File: config.mk
export PLATFORM = sky130hd
export DESIGN_NAME = regfile_wb_arbiter
export DESIGN_NICKNAME = d
export VERILOG_FILES = /design/src/rtl/regfile_ctrl_pkg.sv /design/src/rtl/rr_arbiter2.sv /design/src/rtl/regfile_wb_arbiter.sv
export SDC_FILE = /design/constraint.sdc
export NUM_CORES = 1
export LEC_CHECK = 0
export ABC_AREA = 1
export CAP_MARGIN = 20
export CORE_ASPECT_RATIO = 1.4
export CORE_UTILIZATION = 33
export DETAILED_ROUTE_END_ITERATION = 12
export PLACE_DENSITY = 0.88
export SLEW_MARGIN = 20
export SYNTH_ARGS = -nofsm -noshare
export SYNTH_HDL_FRONTEND = slang
export SYNTH_SLANG_ARGS = --single-unit
File: constraint.sdc
create_clock -name clock -period 1.7 [get_ports clock]
set_input_delay 0.34 -clock clock [delete_from_list [all_inputs] [get_ports clock]]
set_output_delay 0.34 -clock clock [all_outputs]
set_load 0.005 [all_outputs]
File: src/rtl/regfile_ctrl_pkg.sv
// Shared definitions for the register-file write-back arbiter:
// controller states, default widths and the two-way grant helper.
package regfile_ctrl_pkg;

  localparam int DEF_REG_DATA_WIDTH = 32;
  localparam int DEF_REG_SEL_BITS   = 5;

  // CLEAR is only reachable when the power-up sweep is compiled in.
  typedef enum logic {
    CLEAR = 1'b0,
    RUN   = 1'b1
  } rf_state_e;

  // One-hot grant for two requesters. req[0]/gnt[0] is A, req[1]/gnt[1] is B.
  // prio_b selects which side wins when both request at once.
  function automatic logic [1:0] rr_pick(input logic [1:0] req, input logic prio_b);
    logic [1:0] gnt;
    case (req)
      2'b01:   gnt = 2'b01;
      2'b10:   gnt = 2'b10;
      2'b11:   gnt = prio_b ? 2'b10 : 2'b01;
      default: gnt = 2'b00;
    endcase
    return gnt;
  endfunction

endpackage

File: src/rtl/rr_arbiter2.sv
// Two-way round-robin arbiter. Grants are combinational from the requests
// and the priority flop; priority flips to the loser after every grant
// that is qualified by 'advance'.
module rr_arbiter2
  import regfile_ctrl_pkg::*;
(
  input  logic       clock,
  input  logic       reset,
  input  logic [1:0] req,
  input  logic       advance,
  output logic [1:0] gnt
);

  logic prio_q;  // 0: A wins a tie, 1: B wins a tie
  logic prio_d;
  logic [1:0] gnt_s;

  // Grant selection and next priority: the side just served drops to low priority.
  always_comb begin
    gnt_s  = rr_pick(req, prio_q);
    prio_d = prio_q;
    if (advance && (gnt_s != 2'b00)) begin
      prio_d = gnt_s[0];
    end else begin
      prio_d = prio_q;
    end
  end

  // Priority register; reset hands priority to A.
  always_ff @(posedge clock) begin
    if (!reset) begin
      prio_q <= 1'b0;
    end else begin
      prio_q <= prio_d;
    end
  end

  assign gnt = gnt_s;

endmodule

File: src/rtl/regfile_wb_arbiter.sv
// Register-file write-back arbiter: merges the ALU (A) and load (B) write
// requests onto the single register-file write port with a registered,
// one-cycle-latency output. Writes to select 0 are accepted and dropped.
// Optional macro REGFILE_CLEAR_EN: compiles in a power-up sweep that writes
// zero to selects 1..2^REG_SEL_BITS-1 before requests are serviced.
module regfile_wb_arbiter
  import regfile_ctrl_pkg::*;
#(
  parameter int REG_DATA_WIDTH = DEF_REG_DATA_WIDTH,
  parameter int REG_SEL_BITS   = DEF_REG_SEL_BITS
) (
  input  logic                      clock,
  input  logic                      reset,
  input  logic                      a_valid,
  input  logic [REG_SEL_BITS-1:0]   a_sel,
  input  logic [REG_DATA_WIDTH-1:0] a_data,
  output logic                      a_ready,
  input  logic                      b_valid,
  input  logic [REG_SEL_BITS-1:0]   b_sel,
  input  logic [REG_DATA_WIDTH-1:0] b_data,
  output logic                      b_ready,
  output logic                      rf_wEn,
  output logic [REG_SEL_BITS-1:0]   rf_write_sel,
  output logic [REG_DATA_WIDTH-1:0] rf_write_data,
  output logic                      init_done
);

  localparam logic [REG_SEL_BITS-1:0]   SEL_ZERO  = {REG_SEL_BITS{1'b0}};
  localparam logic [REG_DATA_WIDTH-1:0] DATA_ZERO = {REG_DATA_WIDTH{1'b0}};

  rf_state_e state_q, state_d;
  logic      run_s;
  logic      clear_s;
  logic [1:0] req_s;
  logic [1:0] gnt_s;
  logic      xfer_s;

  logic                      rf_wen_q, rf_wen_d;
  logic [REG_SEL_BITS-1:0]   rf_sel_q, rf_sel_d;
  logic [REG_DATA_WIDTH-1:0] rf_data_q, rf_data_d;

`ifdef REGFILE_CLEAR_EN
  localparam logic [REG_SEL_BITS-1:0] SEL_ONE  = {{(REG_SEL_BITS-1){1'b0}}, 1'b1};
  localparam logic [REG_SEL_BITS-1:0] SEL_LAST = {REG_SEL_BITS{1'b1}};
  localparam rf_state_e RESET_STATE = CLEAR;

  logic [REG_SEL_BITS-1:0] cnt_q, cnt_d;

  assign clear_s = (state_q == CLEAR);

  // Sweep sequencing: step the select each cycle, leave CLEAR after the last one.
  always_comb begin
    state_d = state_q;
    cnt_d   = cnt_q;
    case (state_q)
      CLEAR: begin
        cnt_d = cnt_q + SEL_ONE;
        if (cnt_q == SEL_LAST) begin
          state_d = RUN;
        end else begin
          state_d = CLEAR;
        end
      end
      RUN:     state_d = RUN;
      default: state_d = CLEAR;
    endcase
  end

  // Sweep counter; restarts at select 1 whenever reset is applied.
  always_ff @(posedge clock) begin
    if (!reset) begin
      cnt_q <= SEL_ONE;
    end else begin
      cnt_q <= cnt_d;
    end
  end
`else
  localparam rf_state_e RESET_STATE = RUN;

  assign clear_s = 1'b0;

  // Without the sweep the controller lives in RUN permanently.
  always_comb begin
    state_d = RUN;
  end
`endif

  // Requests are only visible to the arbiter while running and out of reset.
  assign run_s  = (state_q == RUN) && reset;
  assign req_s  = {b_valid, a_valid} & {2{run_s}};
  assign xfer_s = |gnt_s;

  rr_arbiter2 u_arb (
    .clock   (clock),
    .reset   (reset),
    .req     (req_s),
    .advance (xfer_s),
    .gnt     (gnt_s)
  );

  // Next write-port contents: sweep write, granted request, or idle.
  always_comb begin
    rf_wen_d  = 1'b0;
    rf_sel_d  = SEL_ZERO;
    rf_data_d = DATA_ZERO;
`ifdef REGFILE_CLEAR_EN
    if (clear_s) begin
      rf_wen_d  = 1'b1;
      rf_sel_d  = cnt_q;
      rf_data_d = DATA_ZERO;
    end else
`endif
    if (gnt_s[0]) begin
      rf_wen_d  = (a_sel != SEL_ZERO);
      rf_sel_d  = a_sel;
      rf_data_d = a_data;
    end else if (gnt_s[1]) begin
      rf_wen_d  = (b_sel != SEL_ZERO);
      rf_sel_d  = b_sel;
      rf_data_d = b_data;
    end else begin
      rf_wen_d  = 1'b0;
      rf_sel_d  = SEL_ZERO;
      rf_data_d = DATA_ZERO;
    end
  end

  // State and output registers; reset drops any in-flight write.
  always_ff @(posedge clock) begin
    if (!reset) begin
      state_q   <= RESET_STATE;
      rf_wen_q  <= 1'b0;
      rf_sel_q  <= SEL_ZERO;
      rf_data_q <= DATA_ZERO;
    end else begin
      state_q   <= state_d;
      rf_wen_q  <= rf_wen_d;
      rf_sel_q  <= rf_sel_d;
      rf_data_q <= rf_data_d;
    end
  end

  assign a_ready       = gnt_s[0];
  assign b_ready       = gnt_s[1];
  assign init_done     = run_s;
  assign rf_wEn        = rf_wen_q;
  assign rf_write_sel  = rf_sel_q;
  assign rf_write_data = rf_data_q;

endmodule

==> summary.txt <==
Outcome
  • Status: complete, no violations

Route
  • Average vias per placed instance: 4.38
  • Initial DRC count: 50
  • TritonRoute pass-1 iters: 5
  • Max Used Layer: met4
  • Wire length on met2: 2.04 mm
  • DRT antenna net count: 0
  • Total Wirelength: 3.83 mm
  • Wirelength per Cell: 11.2 µm
  • Routed wire length on met3: 363 µm
  • # DRC: 0
  • Vias: 1494
  • Met1 Wirelength: 1.42 mm

Floorplanning
  • Starting Density: 34.4%
  • Die Wd: 56.0 µm
  • Row cnt: 27
  • Core area: 0.00392 mm²
  • Die Area: 0.00435 mm²
  • Io pins: 119
  • Die outline height: 77.6 µm

Synthesis
  • Gate Count Post-Synth: 176
  • Leading area contributor after synthesis: dfxtp_1
  • Syn_area_per_cell: 7.66 µm²
  • #FFs+latches synth: 39
  • Post-synthesis sequential area ratio: 57.9%
  • Top cells by area, synth: dfxtp_1 58%, nand2_1 33%, buf_4 1.7%
  • Yosys cell types: 12
  • Syn Nets: 254
  • Yosys warns: 0
  • Share of Yosys cell area claimed by the top area cell type: 57.9%
  • Mapped Area: 0.00135 mm²

Setup path
  • Worst Path Arrival: 1.30 ns
  • CP Capture Type: primary output
  • Startpoint types: primary input
  • Crit path required time: 1.36 ns
  • Buf/Inv on CP: 3
  • CP peak stage delay: 0.42 ns
  • Cell family with most CP delay: buffers and inverters
  • Max FO, Critical Path: 2
  • Crit Path Category: in2out
  • Slowest-stage cell, CP: clkdlybuf4s50_1
  • Worst-path cell chain: clkdlybuf4s50_1 > buf_4 > a21oi_4 > dlygate4sd2_1

Timing
  • Fin crit period: 1.64 ns
  • Slew Viols, Final: 0
  • Hold Fails Final Rpt: 0
  • Max-slew headroom: 74.5%
  • RSZ-0062 raised after global routing: no
  • Worst Setup Slack, final: 0.0589 ns
  • Setup TNS: 0 ns
  • Final setup violation count: 0
  • Maximum clock frequency: 609 MHz
  • Skew final: 0.00633 ns
  • Worst Tran Pin Value: 0.382 ns
  • Fin crit share: 96.5%

Place
  • GP Congestion: 0.717
  • Final HPWL DP: 2.89 mm
  • Pre-CTS setup slack: -0.254 ns
  • Port Buf Inserts: 118

GRT
  • Grt ovf: 0
  • Initial antenna violation count: 0
  • Gr usage total: 18.2%
  • First-pass GRT wire length: 6.13 mm
  • Largest net degree at the start of global routing: 39
  • Vias in the first global route: 1409

CTS
  • CTS tree: yes
  • Root Buffer: clkbuf_8
  • CTS Sinks: 39
  • Clock Path Buffers: 2
  • # resized after CTS: 5
  • Clk Latency, worst-skew pair: 0.29 ns
  • H-tree levels: 2
  • CTS Hold Bufs: 0
  • Setup Fix Bufs, Post-CTS: 0
  • CTS Buf Count: 5
  • Clock transition at path regs: 0.08 ns

Power and ir drop
  • Worst VDD drop: 629 µV
  • PwrDens: 822 mW/mm²
  • Pleak: 1.22 nW

Hold path
  • Type of the worst min-delay path: in2reg

Layout
  • Final core occ: 68.5%
  • Layout area overhead: 99.3%
  • Layout cells sized above 1: 5.70%
  • # diodes: 0
  • FILL cells: 335
  • Layout Nets: 375

Flow run
  • Max Cap Viol: 0
==> area by class of cell <==
| class | instances | area (µm²) | share of cell area (%) |
|---|---|---|---|
| timing repair buffer | 123 | 1210 | 45.2 |
| sequential | 39 | 781 | 29.1 |
| multi-input combinational | 126 | 512 | 19.1 |
| clock buffer | 6 | 82.6 | 3.08 |
| tap | 43 | 53.8 | 2.00 |
| clock inverter | 2 | 35.0 | 1.30 |
| inverter | 2 | 7.51 | 0.280 |
==> cell families after synthesis <==
family	share of synthesized area, %
flops	57.9
compound gates	2.04
buf+inv	5.38
simple gates	34.6
==> state kept, by name (all words and copies together) (netlist names) <==
register,count
u_arb.prio_q,1
rf_write_sel,5
rf_wEn,1
rf_write_data,32
==> layer usage <==
metal / GRT usage (%) / up-vias
li1: - / 765
met1: 17.5 / 656
met2: 34.5 / 71
met5: 0 / -
met4: 5.85 / 0
met3: 7.17 / 2
==> cells in the mapped netlist <==
library cell,count
buf_2,4
buf_4,3
nand3_1,1
nand3b_1,1
inv_1,1
inv_2,1
buf_6,2
nor2_1,4
nand2_1,117
dfxtp_1,39
a21oi_2,2
o211a_1,1
==> path summary, 6_finish.rpt <==
path                 from           endpoint  slack, ns  cells past startpoint
min reg2reg  u_arb.prio_q       u_arb.prio_q       0.61                      2
max reg2reg  u_arb.prio_q  rf_write_data[29]       0.43                      5
max               b_valid            a_ready       0.06                      4
min               a_valid       u_arb.prio_q       0.48                      2
==> layout by cell type (no fill, tap or decap), drive strengths merged <==
master | Yosys | final
o211a | 1 | 1
inv | 2 | 2
clkinv | 0 | 1
dlygate4sd2 | 0 | 4
clkbuf | 0 | 6
a21oi | 2 | 2
bufinv | 0 | 1
nand3 | 1 | 1
nand2 | 117 | 117
nand3b | 1 | 1
dfxtp | 39 | 39
nor2 | 4 | 4
clkdlybuf4s50 | 0 | 114
buf | 9 | 5
==> stage by stage <==
step | power, W | instance area, µm² | instances | hold slack (ns)
2_1_floorplan | 0.00111 | 1350 | 176 | 0.443
3_3_place_gp | 0.00143 | 2570 | 333 | 0.586
3_5_place_dp | 0.00144 | 2570 | 333 | 0.599
4_1_cts | 0.00224 | 2690 | 341 | 0.473
5_1_grt | 0.00232 | 2690 | 341 | 0.506
6_report | 0.00221 | 2690 | 341 | 0.478
==> report_power, final <==
part	switching, W	internal [W]
clock network	0.000317	0.000475
registers	0.0000176	0.000977
logic	0.000129	0.000292
Power figures use the tool's default switching activity.
